==> src/rtl/gf2_matvec_if.sv <==
// gf2_matvec_if: handshake and bus bundle for gf2_matvec_seq.
//   Matrix write port : mat_we, mat_row_idx, mat_row_data, mat_busy
//   Vector input      : in_valid, in_ready, in_vec, in_acc
//   Result output     : out_valid, out_ready, out_vec
// The master modport is the side driving vectors and row writes. The slave
// modport is the multiplier itself.
interface gf2_matvec_if #(
    parameter int N = 2
);
    localparam int IDX_W = $clog2(N);

    logic             mat_we;
    logic [IDX_W-1:0] mat_row_idx;
    logic [N-1:0]     mat_row_data;
    logic             mat_busy;
    logic             in_valid;
    logic             in_ready;
    logic [N-1:0]     in_vec;
    logic             in_acc;
    logic             out_valid;
    logic             out_ready;
    logic [N-1:0]     out_vec;

    modport master (
        output mat_we, mat_row_idx, mat_row_data, in_valid, in_vec, in_acc, out_ready,
        input  mat_busy, in_ready, out_valid, out_vec
    );

    modport slave (
        input  mat_we, mat_row_idx, mat_row_data, in_valid, in_vec, in_acc, out_ready,
        output mat_busy, in_ready, out_valid, out_vec
    );
endinterface

==> src/rtl/gf2_matvec_seq.sv <==
// gf2_matvec_seq: row-serial N x N matrix-vector multiplier over GF(2).
// It computes y = M v, or y = M v ^ y_prev in accumulate mode. Each clock
// produces one row result.
//   clk  : rising-edge clock
//   rst  : synchronous active-high reset
//   bus  : gf2_matvec_if.slave, which carries the matrix row writes,
//          the vector input handshake and the result output handshake
// Flow: IDLE accepts a vector. BUSY spends N edges filling the result
// register one row at a time. DONE holds the result until out_ready.
module gf2_matvec_seq #(
    parameter int N = 2
) (
    input  logic        clk,
    input  logic        rst,
    gf2_matvec_if.slave bus
);
    localparam int IDX_W = $clog2(N);

    localparam logic [1:0] S_IDLE = 2'd0;
    localparam logic [1:0] S_BUSY = 2'd1;
    localparam logic [1:0] S_DONE = 2'd2;

    logic [1:0]            state_q, state_d;
    logic [N-1:0][N-1:0]   m_q, m_d;      // m_q[i][j] = M[i][j]
    logic [N-1:0]          v_q, v_d;
    logic                  acc_q, acc_d;
    logic [IDX_W-1:0]      r_q, r_d;
    logic [N-1:0]          y_q, y_d;      // result register, drives out_vec
    logic [N-1:0]          yprev_q, yprev_d;
    logic                  wr_ok;
    logic                  row_bit;

    // Row writes land in IDLE and DONE only. Out-of-range rows (possible when
    // N is not a power of two) are dropped.
    assign wr_ok = bus.mat_we && (state_q != S_BUSY) &&
                   ({1'b0, bus.mat_row_idx} < (IDX_W + 1)'(N));

    // GF(2) dot product of the current row, plus the optional chain term.
    assign row_bit = (^(m_q[r_q] & v_q)) ^ (acc_q & yprev_q[r_q]);

    always_comb begin
        state_d = state_q;
        m_d     = m_q;
        v_d     = v_q;
        acc_d   = acc_q;
        r_d     = r_q;
        y_d     = y_q;
        yprev_d = yprev_q;

        // A write on the accept edge is visible to the computation because the
        // first row is only evaluated on the following edge.
        if (wr_ok)
            m_d[bus.mat_row_idx] = bus.mat_row_data;

        case (state_q)
            S_IDLE: begin
                if (bus.in_valid) begin
                    v_d     = bus.in_vec;
                    acc_d   = bus.in_acc;
                    r_d     = '0;
                    state_d = S_BUSY;
                end
            end
            S_BUSY: begin
                y_d[r_q] = row_bit;
                r_d      = r_q + IDX_W'(1);
                if (r_q == IDX_W'(N - 1))
                    state_d = S_DONE;
            end
            S_DONE: begin
                // Only results that were actually delivered feed the accumulate chain.
                if (bus.out_ready) begin
                    yprev_d = y_q;
                    state_d = S_IDLE;
                end
            end
            default: state_d = S_IDLE;
        endcase
    end

    always_ff @(posedge clk) begin
        if (rst) begin
            state_q <= S_IDLE;
            m_q     <= '0;
            v_q     <= '0;
            acc_q   <= 1'b0;
            r_q     <= '0;
            y_q     <= '0;
            yprev_q <= '0;
        end else begin
            state_q <= state_d;
            m_q     <= m_d;
            v_q     <= v_d;
            acc_q   <= acc_d;
            r_q     <= r_d;
            y_q     <= y_d;
            yprev_q <= yprev_d;
        end
    end

    // All handshake outputs are decoded from state alone, so there is no
    // combinational path from out_ready to in_ready.
    assign bus.in_ready  = (state_q == S_IDLE);
    assign bus.mat_busy  = (state_q == S_BUSY);
    assign bus.out_valid = (state_q == S_DONE);
    assign bus.out_vec   = y_q;
endmodule
==> src/flat_wrapper.sv <==
// flat-port wrapper written by rule: the top's interface ports become plain ports
module gf2_matvec_seq_flat 
#(
    parameter int N = 2
)
  (clk, rst, bus_mat_we, bus_mat_row_idx, bus_mat_row_data, bus_in_valid, bus_in_vec, bus_in_acc, bus_out_ready, bus_mat_busy, bus_in_ready, bus_out_valid, bus_out_vec);
  gf2_matvec_if #(.N(N)) bus_i ();
  input  logic clk;
  input  logic rst;
  input wire logic [$bits(bus_i.mat_we)-1:0] bus_mat_we;
  input wire logic [$bits(bus_i.mat_row_idx)-1:0] bus_mat_row_idx;
  input wire logic [$bits(bus_i.mat_row_data)-1:0] bus_mat_row_data;
  input wire logic [$bits(bus_i.in_valid)-1:0] bus_in_valid;
  input wire logic [$bits(bus_i.in_vec)-1:0] bus_in_vec;
  input wire logic [$bits(bus_i.in_acc)-1:0] bus_in_acc;
  input wire logic [$bits(bus_i.out_ready)-1:0] bus_out_ready;
  output wire logic [$bits(bus_i.mat_busy)-1:0] bus_mat_busy;
  output wire logic [$bits(bus_i.in_ready)-1:0] bus_in_ready;
  output wire logic [$bits(bus_i.out_valid)-1:0] bus_out_valid;
  output wire logic [$bits(bus_i.out_vec)-1:0] bus_out_vec;
  assign bus_i.mat_we = bus_mat_we;
  assign bus_i.mat_row_idx = bus_mat_row_idx;
  assign bus_i.mat_row_data = bus_mat_row_data;
  assign bus_i.in_valid = bus_in_valid;
  assign bus_i.in_vec = bus_in_vec;
  assign bus_i.in_acc = bus_in_acc;
  assign bus_i.out_ready = bus_out_ready;
  assign bus_mat_busy = bus_i.mat_busy;
  assign bus_in_ready = bus_i.in_ready;
  assign bus_out_valid = bus_i.out_valid;
  assign bus_out_vec = bus_i.out_vec;
  gf2_matvec_seq #(.N(N)) u_core (.clk(clk), .rst(rst), .bus(bus_i));
endmodule
==> config.mk <==
export PLATFORM = sky130hd
export DESIGN_NAME = gf2_matvec_seq_flat
export DESIGN_NICKNAME = d
export VERILOG_FILES = /design/src/rtl/gf2_matvec_if.sv /design/src/rtl/gf2_matvec_seq.sv /design/src/flat_wrapper.sv
export SDC_FILE = /design/constraint.sdc
export NUM_CORES = 1
export LEC_CHECK = 0
export CORE_AREA = 4 4 41 43
export CTS_CLUSTER_DIAMETER = 150
export DETAILED_ROUTE_END_ITERATION = 10
export DIE_AREA = 0 0 45 47
export DONT_BUFFER_PORTS = 1
export HOLD_SLACK_MARGIN = 0.06
export MAX_ROUTING_LAYER = met4
export PLACE_DENSITY = 0.72
export SETUP_SLACK_MARGIN = 0.4
export SYNTH_ARGS = -nofsm -noshare
export SYNTH_HDL_FRONTEND = slang
export SYNTH_SLANG_ARGS = --single-unit
export TNS_END_PERCENT = 5
==> constraint.sdc <==
create_clock -name clk -period 2.2 [get_ports clk]
set_input_delay 0.55 -clock clk [delete_from_list [all_inputs] [get_ports clk]]
set_output_delay 0.55 -clock clk [all_outputs]
set_load 0.02 [all_outputs]
==> reports/summary.md <==
The run finished with clean final reports. The element type at the critical path start is a flop. The number of cells on the critical path was 4. In this run the worst hold path is classified as primary input to flop.

After detailed routing, the average wire length per cell comes to 13.8 um. Routability-driven placement finished with a final weighted congestion of 0.738. Summed over all layers, the routed wires come to 1.23 mm. Summing all placed instances gives a cell area of 643 um^2. Buffers inserted during clock tree synthesis total 3.

Entering global routing, the biggest net connects 19 pins. STA classifies the critical path endpoint as a flop. The first-pass iteration count of the detailed router is 4, and the die outline area is 2120 um^2.

The type of the worst setup path is flop to flop. Total track usage: 0.145. Family of cells with the greatest summed delay on the critical path: compound AO/OA/AOI/OAI gates. Buffers placed on the I/O ports in this run total 0.

During synthesis, Yosys emitted a total of 0 warnings. Cell internal power was estimated by the tool at 386 uW. The relative contribution of combinational cells to total power was 0.093. The critical path goes through mux2_4 > a211o_1 > a2111o_1 > nand3_1. The tools report the number of global-route vias before repair as 453.

Data on the critical path is required at its endpoint by 2430 ps. The clock transition time at the flip-flop clock pins of the worst setup and hold paths is 90 ps, and the number of routed nets with antenna violations is 0. The total inserted antenna cells was 0. The run gives 1 as the number of H-tree branching levels. A synthesized cell averages 8.81 um^2. The tools report the leakage power total as 0.265 nW. The tools report the number of max-slew violations in the final report as 0. For the final database, setup skew stands at 4.53 ps. The tools report the worst-case headroom to the max-slew limit as 0.608. TritonCTS built the clock tree. For this design, the sink count on the clock tree is 14. Setup repair after global routing left no endpoint under its margin. In this run the worst path has a maximum fanout of 6. Once placement completed, the tool counted placed cells totaling 85. The number of vias in the routed layout is 496. The floorplan step set the die height to 47 um. The endpoint arrival time on the critical path was 1930 ps. The portion of the clock cycle consumed by the worst path in the final layout is 0.769. Hold path startpoint: rst.

VDD sags by at most 0.409 mV. For the setup TNS, the log shows 0 ps. The number of nets in the synthesized netlist is 84. Across the run, the number of max-cap violations was 0.

In this run the critical register-to-register path is captured at u_core.bus.out_vec[0]. The total power came out at 510 uW. For this run, design rule violations remaining after detail routing come to 0. Pin placement for this block handled 16 I/O pins. Fraction of final layout cells with drive strength greater than 1: 0.0946. The logs give 0 for the number of hold buffers added after CTS and 0 for the number of failing hold endpoints at the final stage.

Static timing analysis puts the maximum clock frequency at 591 MHz. Setup violations remaining at the end of the flow were counted as 0. The sequential share of power was 0.540. After synthesis, the cell types taking the most area are dfxtp_1 44%, mux2i_1 11%, nor2_1 6.4%.

The tools report the share of synthesized area occupied by flip-flops and latches as 0.436. Yosys mapped the design onto 20 distinct sky130hd cell types. After layout, the worst setup slack is 509 ps. The final standard cell utilization of the core is 0.524, and the via density per instance is 5.57. The number of antenna violations at the first check in global routing came out at 0.

The post-layout minimum cycle time is 1690 ps, and the post-synthesis instance area is 643 um^2. The worst register-to-register path begins at u_core.r_q. The initial cell density of the core came out at 0.494. The master of the slowest instance on the critical path is dfxtp_1.

The logs give 89 for the final cell count without fillers and 13 for the floorplan row count. Detailed router's first-iteration violation count: 12. The share of Yosys cell area claimed by the top area cell type is 0.436, and the clock latency on the worst-skew pair is 290 ps. The logs give 124 uW for the net switching power and 510 ps for the internal reg-to-reg setup slack. The buffer and inverter count on the worst path is 0, and the number of synthesized flops with an enable pin is 0. The share of synthesized registers carrying an async set or reset came out at 0.

The tools report the CTS root buffer as clkbuf_4. For the placement-stage worst setup slack, the log shows 537 ps. The switching share of power was 0.243.

In the synthesized netlist, the cells that appear most often are 14 x dfxtp_1, 11 x nor2_1, 7 x a21oi_1, 7 x mux2i_1, 6 x nand2_1. In this run the power density over the cells is 748 nW/um^2. In the synthesized netlist the dominant register cell turns out to be dfxtp_1. Cell depth of the worst hold path: 1.

In the post-synthesis netlist, the cell with the most instances is dfxtp_1. The part of the power in the clock network was 0.367; the logic depth of the worst register-to-register path was 4. For the pin with the worst max-slew slack, the measured transition is 587 ps.

The largest stage delay on the critical path works out to 450 ps. For hold timing, the worst endpoint is u_core.yprev_q[0]. The finished cells cover 682 um^2.

dfxtp_1 takes more of the synthesized area than any other cell. The residual overflow from global routing came out at 0. The synthesized design contains 14 register bits.

Synthesis produced a netlist whose cell count is 73. The tools report the wire length of the first global-routing pass as 2.08 mm. The core area is 1300 um^2, and the maximum root-to-sink buffer count is 2. The area growth from synthesis to layout is 6.03%.

Net count of the finished layout: 86. From left edge to right edge, the die measures 45 um. Hold is met by 318 ps. Once detailed placement completed, the half-perimeter wirelength came to 894 um.
==> kinds of logic (layout without fill, tap and decap cells) <==
logic type / count (synthesis) / in the layout / share of synthesized area
mux: 8 / 8 / 0.132
simple gates: 34 / 34 / 0.268
flops: 14 / 14 / 0.436
buf+inv: 5 / 6 / 0.0409
compound gates: 12 / 12 / 0.123
==> area by class of cell <==
type | instances | area (um^2)
clock buffers | 4 | 36.3
fillers | 132 | 619
inverters | 2 | 7.51
multi-input cells | 54 | 339
flip-flops and latches | 14 | 280
well taps | 15 | 18.8
==> metal layers <==
metal | vias to the layer above | track usage | wire length [um]
met2 | 12 | 0.175 | 479
met4 | 0 | 0.123 | 43
met5 | - | - | 0
li1 | 261 | - | -
met1 | 218 | 0.196 | 634
met3 | 5 | 0.0345 | 68
==> cell usage in the layout (no fill, tap or decap) <==
master	synthesis	layout
clkbuf_8	0	1
mux2i_1	7	7
nor3b_1	1	1
mux2_4	1	1
nand3b_1	4	4
dfxtp_1	14	14
inv_1	2	2
a211o_1	1	1
nand4_1	2	2
o211ai_1	1	1
nand3_1	5	5
clkbuf_4	0	3
nor2b_2	0	1
nand2b_1	2	2
nor2b_1	2	1
or3b_2	1	1
o21ai_0	1	1
nor2_1	11	11
nand2_1	6	6
a21oi_1	7	7
a2111o_1	2	2
==> worst register-to-register path, delay by kind of cell (launching register included) <==
family / cells / cell delay, ps
AOI/OAI and AO/OA: 2 / 780
DFF: 1 / 450
muxes: 1 / 330
and+or+nand+nor: 1 / 80
==> state kept, by name (all words and copies together), names as in the netlist <==
register	flops
u_core.m_q	4
u_core.r_q	1
u_core.state_q	2
u_core.acc_q	1
u_core.bus.out_vec	2
u_core.yprev_q	2
u_core.v_q	2
==> repair_timing <==
action | in CTS | in global routing
setup buffers | 0 | 0
resized for setup | 1 | 0
setup endpoints to repair | 1 | 0
==> worst max-delay path by stage <==
| stage | start | slack [ps] | end |
|---|---|---|---|
| 2_1_floorplan | u_core.r_q | 630 | u_core.bus.out_vec[0] |
| 3_3_place_gp | u_core.r_q | 560 | u_core.bus.out_vec[0] |
| 3_5_place_dp | u_core.r_q | 540 | u_core.bus.out_vec[0] |
| 4_1_cts | u_core.r_q | 520 | u_core.bus.out_vec[0] |
| 5_1_grt | u_core.r_q | 470 | u_core.bus.out_vec[0] |
| 6_report | u_core.r_q | 510 | u_core.bus.out_vec[0] |
==> power by group through the flow <==
stage / Clock, mW / Combinational (mW) / Sequential [mW]
finish: 0.187 / 0.0475 / 0.275
global route: 0.200 / 0.0535 / 0.278
CTS: 0.191 / 0.0477 / 0.276
detailed placement: 0 / 0.0473 / 0.281
global placement: 0 / 0.0468 / 0.280
floorplan: 0 / 0.0507 / 0.276
Note: power is estimated with default switching activity, not from simulation.
